[src/rtl/key_debounce_pkg.sv]
// key_debounce_pkg: shared state encoding and board-clock timing constants.
package key_debounce_pkg;
  typedef enum logic [1:0] {
    IDLE         = 2'd0,
    PRESS_WAIT   = 2'd1,
    PRESSED      = 2'd2,
    RELEASE_WAIT = 2'd3
  } key_state_e;
  localparam int CLK_HZ = 12_000_000;
  localparam int SEC_CYCLES = CLK_HZ;
  localparam int DEBOUNCE_CYCLES_DEF = 240_000;
endpackage

[src/rtl/key_debounce_if.sv]
// key_debounce_if: raw key pins in, conditioned key outputs back.
interface key_debounce_if #(parameter int KEY_NUM = 2);
  logic [KEY_NUM-1:0] key_raw;
  logic [KEY_NUM-1:0] key_level;
  logic [KEY_NUM-1:0] key_press;
  logic [KEY_NUM-1:0] key_release;
  logic [KEY_NUM-1:0] key_toggle;
  modport master (output key_raw, input key_level, key_press, key_release, key_toggle);
  modport slave (input key_raw, output key_level, key_press, key_release, key_toggle);
endinterface

[src/rtl/key_debounce_ch.sv]
// key_debounce_ch: one key channel - 2-FF synchronizer, debounce FSM and registered outputs.
module key_debounce_ch
  import key_debounce_pkg::*;
#(
  parameter int DEBOUNCE_CYCLES = DEBOUNCE_CYCLES_DEF,
  parameter bit KEY_ACTIVE_LOW = 1'b1
) (
  input  logic clk,
  input  logic rst,
  input  logic key_raw,
  output logic key_level,
  output logic key_press,
  output logic key_release,
  output logic key_toggle
);
  localparam int CW = $clog2(DEBOUNCE_CYCLES);
  localparam logic [CW-1:0] TERM = CW'(DEBOUNCE_CYCLES - 1);
  logic [1:0] sync;
  logic pressed_s, hit;
  key_state_e state, state_n;
  logic [CW-1:0] cnt, cnt_n;
  logic level_n, press_n, release_n, toggle_n;
  // Presetting to the released level keeps reset from looking like a press.
  always_ff @(posedge clk or posedge rst)
    if (rst) sync <= {2{KEY_ACTIVE_LOW}};
    else sync <= {sync[0], key_raw};
  assign pressed_s = sync[1] ^ KEY_ACTIVE_LOW;
  assign hit = cnt == TERM;
  always_comb begin
    state_n = state;
    cnt_n = cnt;
    level_n = key_level;
    press_n = 1'b0;
    release_n = 1'b0;
    toggle_n = key_toggle;
    case (state)
      IDLE: begin
        state_n = pressed_s ? PRESS_WAIT : IDLE;
        cnt_n = '0;
      end
      PRESS_WAIT: begin
        state_n = !pressed_s ? IDLE : hit ? PRESSED : PRESS_WAIT;
        cnt_n = (!pressed_s || hit) ? '0 : cnt + 1'b1;
        level_n = key_level | (pressed_s & hit);
        press_n = pressed_s & hit;
        toggle_n = key_toggle ^ (pressed_s & hit);
      end
      PRESSED: begin
        state_n = pressed_s ? PRESSED : RELEASE_WAIT;
        cnt_n = '0;
      end
      RELEASE_WAIT: begin
        state_n = pressed_s ? PRESSED : hit ? IDLE : RELEASE_WAIT;
        cnt_n = (pressed_s || hit) ? '0 : cnt + 1'b1;
        level_n = key_level & ~(!pressed_s & hit);
        release_n = !pressed_s & hit;
      end
      default: begin
        state_n = IDLE;
        cnt_n = '0;
      end
    endcase
  end
  always_ff @(posedge clk or posedge rst)
    if (rst) begin
      state <= IDLE;
      cnt <= '0;
      key_level <= 1'b0;
      key_press <= 1'b0;
      key_release <= 1'b0;
      key_toggle <= 1'b0;
    end else begin
      state <= state_n;
      cnt <= cnt_n;
      key_level <= level_n;
      key_press <= press_n;
      key_release <= release_n;
      key_toggle <= toggle_n;
    end
endmodule

[src/rtl/key_debounce.sv]
// key_debounce: KEY_NUM independent debounce channels behind one interface.
module key_debounce
  import key_debounce_pkg::*;
#(
  parameter int KEY_NUM = 2,
  parameter int DEBOUNCE_CYCLES = DEBOUNCE_CYCLES_DEF,
  parameter bit KEY_ACTIVE_LOW = 1'b1
) (
  input logic clk,
  input logic rst,
  key_debounce_if.slave bus
);
  logic [KEY_NUM-1:0] level, press, rls, toggle;
  for (genvar g = 0; g < KEY_NUM; g++) begin : g_ch
    key_debounce_ch #(
      .DEBOUNCE_CYCLES(DEBOUNCE_CYCLES),
      .KEY_ACTIVE_LOW(KEY_ACTIVE_LOW)
    ) u_ch (
      .clk(clk),
      .rst(rst),
      .key_raw(bus.key_raw[g]),
      .key_level(level[g]),
      .key_press(press[g]),
      .key_release(rls[g]),
      .key_toggle(toggle[g])
    );
  end
  assign bus.key_level = level;
  assign bus.key_press = press;
  assign bus.key_release = rls;
  assign bus.key_toggle = toggle;
endmodule

[src/flat_wrapper.sv]
// flat-port wrapper written by rule: the top's interface ports become plain ports
module key_debounce_flat import key_debounce_pkg::*;
#(
  parameter int KEY_NUM = 2,
  parameter int DEBOUNCE_CYCLES = DEBOUNCE_CYCLES_DEF,
  parameter bit KEY_ACTIVE_LOW = 1'b1
)
  (clk, rst, bus_key_raw, bus_key_level, bus_key_press, bus_key_release, bus_key_toggle);
  key_debounce_if #(.KEY_NUM(KEY_NUM)) bus_i ();
  input logic clk;
  input logic rst;
  input wire logic [$bits(bus_i.key_raw)-1:0] bus_key_raw;
  output wire logic [$bits(bus_i.key_level)-1:0] bus_key_level;
  output wire logic [$bits(bus_i.key_press)-1:0] bus_key_press;
  output wire logic [$bits(bus_i.key_release)-1:0] bus_key_release;
  output wire logic [$bits(bus_i.key_toggle)-1:0] bus_key_toggle;
  assign bus_i.key_raw = bus_key_raw;
  assign bus_key_level = bus_i.key_level;
  assign bus_key_press = bus_i.key_press;
  assign bus_key_release = bus_i.key_release;
  assign bus_key_toggle = bus_i.key_toggle;
  key_debounce #(.KEY_NUM(KEY_NUM), .DEBOUNCE_CYCLES(DEBOUNCE_CYCLES), .KEY_ACTIVE_LOW(KEY_ACTIVE_LOW)) u_core (.clk(clk), .rst(rst), .bus(bus_i));
endmodule
[config.mk]
export PLATFORM = sky130hd
export DESIGN_NAME = key_debounce_flat
export DESIGN_NICKNAME = d
export VERILOG_FILES = /design/src/rtl/key_debounce_pkg.sv /design/src/rtl/key_debounce_if.sv /design/src/rtl/key_debounce_ch.sv /design/src/rtl/key_debounce.sv /design/src/flat_wrapper.sv
export SDC_FILE = /design/constraint.sdc
export NUM_CORES = 1
export LEC_CHECK = 0
export CORE_MARGIN = 4
export CORE_UTILIZATION = 59
export DETAILED_ROUTE_END_ITERATION = 8
export HOLD_SLACK_MARGIN = 0.06
export PLACE_DENSITY_LB_ADDON = 0.08
export SYNTH_ARGS = -nofsm -noshare
export SYNTH_HDL_FRONTEND = slang
export SYNTH_SLANG_ARGS = --single-unit
[constraint.sdc]
create_clock -name clk -period 2.3 [get_ports clk]
set_clock_uncertainty 0.1 [all_clocks]
set_input_delay 0.46 -clock clk [delete_from_list [all_inputs] [get_ports clk]]
set_output_delay 0.46 -clock clk [all_outputs]
set_load 0.01 [all_outputs]
After elaboration in Yosys (flattened, before gate mapping)
Index checks and enable logic that the tools add are counted.
W data, S select, Z words.
{"block": "word_totals", "ff_bits": 52, "wordCells": 74}
{"block": "classes", "bitwise": 14, "n_addsub": 2, "eq_ne": 8, "n_mux": 26, "n_reduce_logical": 10}
{"cell": "$pmux W18 S3", "n": 2}
{"cell": "$mux W18", "n": 4}
{"cell": "$add A18 B1 Y18 const B", "n": 2}
{"cell": "$eq A18 B18 Y1 const B", "n": 2}
{"cell": "$mux W2", "n": 8}
{"cell": "$pmux W2 S4", "n": 2}
{"cell": "$eq A2 B2 Y1 const B", "n": 4}
{"cell": "$mux W1", "n": 8}
{"cell": "$and A1 B1 Y1", "n": 6}
{"cell": "$eq A2 B1 Y1 const B", "n": 2}
{"cell": "$logic_not A2 Y1", "n": 2}
{"cell": "$logic_or A1 B1 Y1", "n": 4}
{"cell": "$not A1 Y1", "n": 4}
{"cell": "$pmux W1 S2", "n": 2}
{"cell": "$reduce_bool A2 Y1", "n": 2}
{"cell": "$reduce_or A2 Y1", "n": 2}
{"cell": "$or A1 B1 Y1", "n": 2}
{"cell": "$xor A1 B1 Y1", "n": 2}

Depth between registers and ports, before layout
Gate-level depths: netlist of run 1.
{"block": "depth", "ltp_word": 5, "ltp_mapped": 7}

Hierarchy
Synthesis of run 1 repeated with hierarchy kept, for this count alone.
{"block": "hier_totals", "cells_unflattened": 230, "area_unflattened_um2": 2427.3}
{"module": "key_debounce_ch", "cells_each": 115, "n_inst": 2, "area_per_inst_um2": 1213.7}

Least setup slack after synthesis of run 1
No wires, ideal clock.
{"block": "synth_path", "path_kind": "flip-flop to flip-flop", "start": "register u_core.g_ch[1].u_ch.cnt[7]", "end": "register u_core.g_ch[1].u_ch.key_level", "path_slack_ns": 0.157, "path_stages_with_launch": 6, "t_arrival_ns": 1.911, "required_ns": 2.068, "synth_period_minus_slack_ns": 2.143, "path_cell_list": "dfrtp_1 -> or4b_1 -> or4_1 -> buf_2 -> o21ai_0 -> or3b_1"}
{"block": "synth_via", "elab_chain_len": 5, "elab_cells_between_ends": 7, "cone_classes": "eq/ne: 1; mux: 1; bitwise: 5"}
{"element": "from (decl)", "line_no": "key_debounce_ch.sv:21", "text": "logic [CW-1:0] cnt, cnt_n;"}
{"element": "from (signal assigned)", "line_no": "key_debounce_ch.sv:74", "text": "cnt <= cnt_n;"}
{"element": "$eq A18 B18 Y1 *", "line_no": "key_debounce_ch.sv:28", "text": "assign hit = cnt == TERM;"}
{"element": "$and A1 B1 Y1", "line_no": "key_debounce_ch.sv:55", "text": "level_n = key_level & ~(!pressed_s & hit);"}
{"element": "$not A1 Y1", "line_no": "key_debounce_ch.sv:55"}
{"element": "$and A1 B1 Y1", "line_no": "key_debounce_ch.sv:55"}
{"element": "$pmux W1 S2 *", "line_no": "key_debounce_ch.sv:36", "text": "case (state)"}
{"element": "to (signal assigned)", "line_no": "key_debounce_ch.sv:75", "text": "key_level <= level_n;"}
{"element": "to (decl)", "line_no": "key_debounce_ch.sv:11", "text": "output logic key_level,"}
Every way passes the cells marked *; elsewhere a longest branch is shown, timed or not.
A chain may end at the register's enable or synchronous reset.

Worst setup path after layout of run 1
Ends and elaborated chain as after synthesis.

==> flow_summary.ini, run 1 <==
[status]
status = finished, final reports clean

[placed_design]
placedCellCount = 302
io_buffer_count = 11
place.gp.congestion = 0.818
dp_hpwl_mm = 3.16

[sta]
tightestPinTransition_ps = 640
rsz0062_at_grt = no
max_freq_mhz = 471
fin_crit_sh = 0.924
slew_violations = 0
setup_viol = 0
period_minus_slack_ps = 2120
hold_viol = 0
slew_headroom = 0.569
fin_setup_tns_ps = 0

[floorplanning]
start_util = 0.619
placementRows = 23
coreArea_mm2 = 0.00406
die_h_um = 73.2
die-area_mm2 = 0.00536
ios = 12
die_x_um = 73.2

[route]
ant_nets = 0
drt-initial-drc-count = 101
vias_per_cell = 5.67
wl_per_cell_um = 14.1
drt_pre_antenna_iters = 4
drc_errors = 0
routed_wl_mm = 4.39
num_vias = 1758

[grt]
track_usage = 0.188
use_met2 = 0.272
grt_start_max_net_pins = 27
antenna_found_initial = 0
grt_use_met1 = 0.278
grt_pass1_wl_mm = 7.79
overflow = 0
top_usage_layer = met1
use_met3 = 0.0413
first_global_vias = 1716

[power_and_ir_drop]
powerDensity_mw_per_mm2 = 586
p_leak_nw = 1.13
ir_drop_mv = 0.360

[layout]
fin_cells = 310
num_antenna_cells = 0
fillerInstances = 326
nNetsFinal = 265
areaGrowthSynthToFinish_pct = 12.7
final_layout_size_suffix_gt1_frac = 0.112

[clock_tree]
cts.sinks = 52
clock_latency_ps = 300
ctsHoldBuffers = 0
htree_levels = 2
cts_tree = done
clk_path_buf_depth = 2
cts.clk_slew.worst_paths_ps = 80
root_buffer = clkbuf_8
cts_buffers = 5

[yosys]
yosysWarnings = 0
ys_seq_area_frac = 0.520
synth-main-ff-cell = dfrtp_1
yosysUniqueCellTypes = 41
synth_edf_count = 0
ys_ff_latch = 52
avgSynthCellArea_um2 = 10.3
async_flop_share = 1.00
synthCells = 244
synth_area_mm2 = 0.00251
synth_nets = 250

[worst_setup_path]
r2r_end = u_core.g_ch[1].u_ch.key_level
worstSetupEndpointType = flip-flop
worstReg2RegStart = u_core.g_ch[1].u_ch.cnt[7]
reg2reg_depth = 4
crit_arrival_ps = 2200
worstSetupStartpointType = flip-flop
path_max_fanout = 5
worst_ep_required_time_ps = 2380
ff2ff_setup_slack_ps = 180
worstSetupPathType = reg2reg

[job]
max_cap_viol_count = 0

[min_path]
hold_depth = 0
hold_path.class = reg2reg
holdCritStartpoint = u_core.g_ch[0].u_ch.sync[0]
min_to = u_core.g_ch[0].u_ch.sync[1]
routing by layer:
metal / vias to the layer above / routed length [um]
li1: 877 / -
met1: 833 / 2240
met2: 36 / 1900
met3: 12 / 163
met4: 0 / 84
met5: - / 0
cell type report:
| type | instances | area [um^2] | share of cell area |
|---|---|---|---|
| Clock inverter | 1 | 30.0 | 0.0106 |
| Inverter | 9 | 33.8 | 0.0119 |
| Sequential cell | 52 | 1310 | 0.462 |
| Clock buffer | 7 | 96.3 | 0.0340 |
| Timing Repair Buffer | 22 | 218 | 0.0769 |
| Multi-Input combinational cell | 169 | 1080 | 0.383 |
| Tap cell | 50 | 62.6 | 0.0221 |
critical path: stages, from the launching register on:
cell and delay, ps:
dfrtp_1 380, or4b_1 510, or4_4 480, o21ai_0 180, or3b_1 360
cell usage after synthesis, drive strengths merged, types with 2 or more instances:
master	number	share of area
and4	3	0.010
nor4	14	0.041
or3	3	0.0075
nand4	12	0.030
xor2	12	0.042
buf	10	0.030
nor2	35	0.052
mux2i	2	0.0080
clkbuf	4	0.0060
dfrtp	48	0.48
nand2	15	0.022
inv	9	0.013
dfstp	4	0.042
or4	4	0.012
nor3	6	0.012
o31ai	2	0.0060
nand3	15	0.030
and2	2	0.0050
ha	2	0.010
xnor2	21	0.073
nand3b	2	0.0060
a21oi	3	0.0060
layout by cell type, fill, tap and decap left out, types with 2 or more instances in the layout:
cell             netlist  final
a21oi_1                3      3
and2_1                 2      2
and4_1                 3      3
buf_12                 0      2
buf_4                  8      9
clkbuf_8               0      7
clkdlybuf4s50_1        0     11
dfrtp_1               48     48
dfstp_2                4      4
ha_1                   2      2
inv_1                  9      8
mux2i_1                2      2
nand2_1               15     15
nand3_1               15     15
nand3b_1               2      2
nand4_1               12     12
nor2_1                35     35
nor3_1                 6      6
nor4_1                13     13
o31ai_1                2      2
or3_1                  3      3
or4_1                  4      3
xnor2_1               21     21
xor2_1                12     12
sequential cells by signal (all words and copies together) (netlist names):
| register | count |
|---|---|
| u_core.g_ch.u_ch.key_release | 2 |
| u_core.g_ch.u_ch.key_press | 2 |
| u_core.g_ch.u_ch.cnt | 36 |
| u_core.g_ch.u_ch.state | 4 |
| u_core.g_ch.u_ch.key_level | 2 |
| u_core.g_ch.u_ch.key_toggle | 2 |
| u_core.g_ch.u_ch.sync | 4 |
worst max-delay path by stage:
stage / from / endpoint / slack [ps] / cells after the start
floorplan: u_core.g_ch[1].u_ch.cnt[7] / u_core.g_ch[1].u_ch.key_level / 160 / 5
global placement: u_core.g_ch[1].u_ch.cnt[7] / u_core.g_ch[1].u_ch.key_level / 150 / 4
detailed placement: u_core.g_ch[1].u_ch.cnt[7] / u_core.g_ch[1].u_ch.key_level / 80 / 4
CTS: u_core.g_ch[1].u_ch.cnt[7] / u_core.g_ch[1].u_ch.key_level / 70 / 4
global route: u_core.g_ch[1].u_ch.cnt[7] / u_core.g_ch[1].u_ch.key_level / 90 / 4
finish: u_core.g_ch[1].u_ch.cnt[7] / u_core.g_ch[1].u_ch.key_level / 180 / 4
through the flow:
stage / utilization / hold WS, ps / area (um^2) / setup WS, ps / power (mW)
final: 0.698 / 258 / 2830 / 175 / 1.66
after global routing: 0.698 / 262 / 2830 / 87.1 / 1.72
after CTS: 0.697 / 259 / 2830 / 74.8 / 1.68
after detailed placement: 0.665 / 247 / 2700 / 78.4 / 1.01
after global placement: 0.665 / 246 / 2700 / 149 / 1.01
after floorplan: - / 245 / 2510 / 157 / 0.985
cells by family after synthesis:
kind of cell             synth area share
AO/OA/AOI/OAI                      0.0364
buffers and inverters              0.0498
adder cells (fa/ha/maj)           0.00996
AND/OR/NAND/NOR                     0.261
flip-flops                          0.520
multiplexers                      0.00797
XOR/XNOR                            0.115
power breakdown:
group	total (mW)	internal [mW]	switching (mW)
logic	0.0550	0.0207	0.0344
clock network	0.667	0.384	0.283
registers	0.936	0.925	0.0112
timing repair:
action | 4_1_cts | 5_1_grt
resized for setup | 0 | 1
endpoints found under the setup margin | 0 | 1
setup buffers | 0 | 0
Power figures use the tool's default switching activity.
==> run 2: changes to the inputs <==
SLEW_MARGIN = 20   (was not set)
==> results of run 2 <==
The final DEF is identical to that of run 1; final timing and power are the same.
